## config.mk

```make
export PLATFORM = sky130hd
export DESIGN_NAME = peak_uart_tx
export DESIGN_NICKNAME = d
export VERILOG_FILES = /design/src/rtl/peak_uart_tx.sv
export SDC_FILE = /design/constraint.sdc
export NUM_CORES = 1
export LEC_CHECK = 0
export ABC_AREA = 0
export CAP_MARGIN = 20
export CORE_MARGIN = 2
export CORE_UTILIZATION = 55
export DETAILED_ROUTE_END_ITERATION = 12
export PLACE_DENSITY = 0.79
export SLEW_MARGIN = 20
export SYNTH_ARGS = -nofsm -noshare
export SYNTH_HDL_FRONTEND = slang
export SYNTH_SLANG_ARGS = --single-unit
export TNS_END_PERCENT = 100
```

## constraint.sdc

```tcl
create_clock -name clock -period 2.5 [get_ports clock]
set_clock_uncertainty 0.05 [all_clocks]
set_input_delay 0.25 -clock clock [delete_from_list [all_inputs] [get_ports clock]]
set_output_delay 0.25 -clock clock [all_outputs]
set_load 0.01 [all_outputs]
```

## src/rtl/peak_uart_tx.sv

```systemverilog
// Serializes a captured 32-bit peak word as four UART bytes (channel 1 first) on txd.
// Define PEAK_UART_PARITY_EN for 8E1 framing (even parity bit after the data bits); default is 8N1.
module peak_uart_tx #(
  parameter int CLK_DIV = 434
) (
  input  logic        clock,
  input  logic        reset,
  input  logic [31:0] frame_in,
  input  logic        send,
  output logic        busy,
  output logic        done,
  output logic        txd
);

  typedef enum logic [2:0] {
    IDLE,
    START,
    DATA,
    PARITY,
    STOP
  } state_t;

  localparam logic [15:0] BAUD_LAST = 16'(CLK_DIV - 1);

  state_t      state, state_n;
  logic [15:0] baud_cnt, baud_n;
  logic [2:0]  bit_idx, bit_n;
  logic [1:0]  byte_idx, byte_n;
  logic [31:0] shadow, shadow_n;
  logic        txd_n, busy_n, done_n;
  logic [7:0]  cur_byte;
  logic [2:0]  bit_next;
  logic        bit_end;

  assign bit_end  = (baud_cnt == BAUD_LAST);
  assign bit_next = bit_idx + 3'd1;

  always_comb begin
    cur_byte = shadow[31:24];
    case (byte_idx)
      2'd0: cur_byte = shadow[31:24];
      2'd1: cur_byte = shadow[23:16];
      2'd2: cur_byte = shadow[15:8];
      2'd3: cur_byte = shadow[7:0];
      default: cur_byte = shadow[31:24];
    endcase
  end

  // txd_n is the line level for the cycle after the edge, so txd itself stays a clean register output.
  always_comb begin
    state_n  = state;
    baud_n   = baud_cnt;
    bit_n    = bit_idx;
    byte_n   = byte_idx;
    shadow_n = shadow;
    txd_n    = txd;
    busy_n   = busy;
    done_n   = 1'b0;

    if (state != IDLE) begin
      baud_n = bit_end ? 16'd0 : baud_cnt + 16'd1;
    end

    case (state)
      IDLE: begin
        txd_n = 1'b1;
        if (send && !busy) begin
          shadow_n = frame_in;
          byte_n   = 2'd0;
          bit_n    = 3'd0;
          baud_n   = 16'd0;
          state_n  = START;
          txd_n    = 1'b0;
          busy_n   = 1'b1;
        end
      end
      START: begin
        if (bit_end) begin
          state_n = DATA;
          bit_n   = 3'd0;
          txd_n   = cur_byte[0];
        end
      end
      DATA: begin
        if (bit_end) begin
          if (bit_idx == 3'd7) begin
            bit_n = 3'd0;
`ifdef PEAK_UART_PARITY_EN
            state_n = PARITY;
            txd_n   = ^cur_byte;
`else
            state_n = STOP;
            txd_n   = 1'b1;
`endif
          end else begin
            bit_n = bit_next;
            txd_n = cur_byte[bit_next];
          end
        end
      end
      PARITY: begin
        if (bit_end) begin
          state_n = STOP;
          txd_n   = 1'b1;
        end
      end
      STOP: begin
        if (bit_end) begin
          if (byte_idx == 2'd3) begin
            state_n = IDLE;
            txd_n   = 1'b1;
            busy_n  = 1'b0;
            done_n  = 1'b1;
          end else begin
            byte_n  = byte_idx + 2'd1;
            state_n = START;
            txd_n   = 1'b0;
          end
        end
      end
      default: begin
        state_n = IDLE;
        txd_n   = 1'b1;
        busy_n  = 1'b0;
      end
    endcase
  end

  always_ff @(posedge clock or negedge reset) begin
    if (!reset) begin
      state    <= IDLE;
      baud_cnt <= 16'd0;
      bit_idx  <= 3'd0;
      byte_idx <= 2'd0;
      shadow   <= 32'd0;
      txd      <= 1'b1;
      busy     <= 1'b0;
      done     <= 1'b0;
    end else begin
      state    <= state_n;
      baud_cnt <= baud_n;
      bit_idx  <= bit_n;
      byte_idx <= byte_n;
      shadow   <= shadow_n;
      txd      <= txd_n;
      busy     <= busy_n;
      done     <= done_n;
    end
  end

endmodule

```

Word level (Yosys, flattened, before mapping)
Index checks and enable logic that the tools add are counted.
Operators by class
  add/sub/neg operators: 3
  multiply operators: 0
  divide/modulo/power cells: 0
  $lt $le $gt $ge: 1
  equality and inequality tests: 17
  shift operators: 0
  mux-type cells: 38
  bitwise logic cells: 1
  reductions and logical operators: 14
Operators with widths (count)
  $mux W16: 4
  $pmux W8 S4: 1
  $mux W3: 10
  $add A16 B1 Y16 const B: 1
  $eq A16 B9 Y1 const B: 1
  $ne A2 B2 Y1 const B: 8
  $reduce_and A4 Y1: 4
  $pmux W3 S5: 1
  $mux W1: 14
  $pmux W3 S3: 1
  $eq A3 B2 Y1 const B: 2
  $eq A3 B3 Y1 const B: 2
  $mux W2: 3
  $reduce_and A6 Y1: 1
  $reduce_bool A3 Y1: 2
  $pmux W1 S5: 1
  $eq A2 B2 Y1 const B: 2
  $lt A3 B4 Y1 const B: 1
  $pmux W2 S2: 1
  $add A3 B1 Y3 const B: 1
  $bmux W1 S3: 1
  $eq A3 B1 Y1 const B: 1
  $logic_not A3 Y1: 1
  $pmux W1 S3: 1
  9 further kinds: 9
Word-level totals
  register bits after elaboration: 59
  bits in latches: 0
  memory bits (writable): 0
  memory bits (read-only): 0
  input port bits: 35
  output and inout bits: 3
  word-level logic and storage cells: 82
  memories: 0

Logic depth before layout (Yosys ltp)
  word-level depth: 7
  mapped depth: 8
  depth with buffers taken out: 7

Worst setup path before layout
Ideal clock, no wire load.
  path kind: register -> register
  start point: register baud_cnt[10]
  end point: register bit_idx[0]
  setup time: 0.128 ns
  arrival: 2.004 ns
  data required time: 2.322 ns
  path slack: 0.319 ns
  cell stages (with the launch flop): 6
  buffers on the path: 0
  period minus slack after synthesis: 2.181 ns
  path through: dfrtp_1 or4_4 nor4_4 a21oi_1 nor3_2 mux2_1
On the way
  cells in the longest elaborated chain, start to end: 3
  elaborated cells between the ends (all ways): 4
  those cells by class: eq/ne: 3; reduce/logical: 1
RTL lines
  start: declaration: line 26  | logic [15:0] baud_cnt, baud_n;
  start signal: assignment: line 141  | baud_cnt <= baud_n;
  $eq A16 B9 Y1 *: line 35  | assign bit_end = (baud_cnt == BAUD_LAST);
  $ne A2 B2 Y1 (no line)
  $reduce_and A4 Y1 (no line) *
  end signal: assignment: line 142  | bit_idx <= bit_n;
  end: declaration: line 27  | logic [2:0] bit_idx, bit_n;
Every way passes the cells marked *; elsewhere a longest branch is shown, timed or not.
A chain may end at the register's enable or synchronous reset.

Worst setup path in the final report
  start point: register baud_cnt[1]
  end point: register bit_idx[1]
Same word-level chain as after synthesis.

==> run metrics <==
vias per inst=5.68; final setup vio count=0; Starting Density=57.9%; leading cell type in the layout, fill and taps excluded=dfrtp_1; share of layout cells above drive strength 1=20.8%; clk sink count=59; Sequential Area=1480 µm²; area of the multi-input gates=1420 µm²; std cell rows=26; Layout Nets=360; Worst Max-Slew Pin Slew=0.603 ns; clock-pin transition on the worst setup and hold timing paths=0.07 ns; reg2reg setup slack=0.13 ns; Worst Path Arrival=2.55 ns; DRT Wirelength=6060 µm; Synth top area share=48.5%; CTS tree=yes; CP max FO=7; area grow syn2layout=23.6%; Diodes inserted=0; Global Route Usage Sum=22.7%; # port buffers=37; Startpoint Class=register; I/O pin cnt=38; Fmax=421 MHz; setup_tns=0 ns; RD Place Congestion=0.852; H-tree Lvls=3; Mapped Nets=317; register area share after synthesis=49.4%; Post-synth EDFFs=0; CTS buffer count=9; Critical path origin=baud_cnt[1]; Main synth FF type=dfrtp_1; CP endpoint kind=register; initial antenna violation count=0; die footprint=6050 µm²; Seq cells post-synth=59; CTS Buffer Depth=2; final hold vios=0; Cell Area, Synth=2990 µm²; Final Cycle Share=95.0%; vias in the first global route=2191; Root Buffer=clkbuf_8; leading area contributor after synthesis=dfrtp_1; Rel. slew slack=59.8%; fin area=3700 µm²; worst skew pair latency=0.34 ns; DRC violations left=0; unrepaired setup endpoints after global routing=true; Pleak=1.68 nW; worst IR drop on VDD=426 µV; first-pass GRT wire length=10500 µm; Die Height=77.8 µm; Warnings, synthesis=0; Filler Cells Inserted=375; CP Class=reg2reg; Worst Path Required=2.68 ns; worst r2r src=baud_cnt[1]; cells on worst reg2reg path=8; Final Util=71.5%; FF-to-FF End=bit_idx[1]; Max Slew Vio Count=0; GRT overflow=0; overall power=2.02 mW; Tmin final=2.37 ns; dpl cell area=3450 µm²; Worst Hold Margin=0.395 ns; Iter 0 DRT Violations=103; max_cap viols=0; Routed Antenna Nets=0; routed via count=2227; core area=5170 µm²; WL/cell=15.5 µm; Hold Path Class=in2async; most frequent cells in the layout=dfrtp_1 (58), clkdlybuf4s50_1 (36), mux2_2 (32); post-DP HPWL=4360 µm; status=finished clean; Yosys cell types=50; Mapped Avg Cell Area=10.9 µm²; PD cells=546 nW/µm²; Gate Count Post-Synth=274; iteration count of the initial detailed-routing pass=4; chip width=77.8 µm; top post-synthesis cells by area=dfrtp_1 (48%), mux2_2 (12%), ha_1 (3.3%), o21ai_0 (2.7%), nand2_1 (2.3%); Async S/R FF share, synth=100%; largest net degree at the start of global routing=35
-- worst max-delay path, cell delays in order, from the launching register on --
cell and delay [ns]:
dfrtp_1 0.41, inv_1 0.06, ha_1 0.15, or3b_2 0.48, nor4_4 0.26, buf_4 0.18
a21oi_1 0.07, nor3_2 0.25, mux2_1 0.35
-- cells in the mapped netlist, types with 2 or more instances --
cell / number
or3b_2: 2
or3_1: 4
nor2b_1: 3
xnor2_1: 2
xor2_1: 6
o21ai_0: 16
dfrtp_1: 58
inv_1: 12
a21oi_1: 10
nand4_1: 5
mux2i_1: 3
o21a_1: 2
nand3_1: 6
buf_1: 4
a22oi_1: 4
mux2_2: 32
a22o_1: 2
and2_1: 3
clkbuf_1: 10
a211oi_1: 2
and4_1: 3
ha_1: 8
nor2_1: 15
and3_1: 4
a222oi_1: 4
nand2_1: 18
mux2_1: 4
o22ai_1: 3
nor3_1: 8
-- how the worst max path moves through the flow --
stage,cells past startpoint,slack (ns),to
global route,8,-0.03,bit_idx[1]
detailed placement,5,0.07,baud_cnt[12]
floorplan,5,0.32,bit_idx[0]
global placement,5,0.14,baud_cnt[10]
finish,8,0.13,bit_idx[1]
CTS,5,0.05,baud_cnt[11]
-- cell type report --
class,count,area share (%)
clock inverters,6,2.44
well taps,70,2.37
inverters,12,1.22
multi-input cells,188,38.3
clock buffers,10,3.45
repair buffers,47,12.3
flip-flops and latches,59,40.0
-- state kept, by name, indices dropped and copies added (netlist names) --
register  count
done          1
byte_idx      2
txd           1
baud_cnt     16
state         3
busy          1
bit_idx       3
shadow       32
-- layer usage --
metal	GRT usage (%)	routed length (µm)	vias to the layer above
li1	-	-	1078
met1	32.1	2880	1087
met2	32.4	2790	54
met3	8.37	293	8
met4	7.32	87	0
met5	0	0	-
-- power by group --
group          switching [mW]  total, mW  internal, mW
registers              0.0104      0.974         0.963
clock network           0.391      0.953         0.562
logic                  0.0332     0.0923        0.0591
total                   0.434       2.02          1.58
-- through the flow --
step / std cells / worst slack [ns]
2_1_floorplan: 274 / 0.319
3_3_place_gp: 373 / 0.143
3_5_place_dp: 373 / 0.0656
4_1_cts: 390 / 0.0492
5_1_grt: 392 / -0.0323
6_report: 392 / 0.126
-- what timing repair did --
| action | CTS | global route |
|---|---|---|
| endpoints found under the hold margin | 25 | 0 |
| resized for setup | 0 | 1 |
| buffers inserted | 0 | 2 |
| setup endpoints to repair | 0 | 10 |
| hold buffers | 1 | 0 |
-- kinds of logic (layout without fill, tap and decap cells) --
family	after synthesis	count (layout)	synth area share (%)
buffers and inverters	27	75	3.43
muxes	40	40	15.3
adders and majority gates	8	8	3.34
AOI/OAI and AO/OA	52	52	11.4
and+or+nand+nor	80	80	14.8
xor gates and xnor gates	8	8	2.34
DFF	59	59	49.4
(Power assumes the default switching activity.)
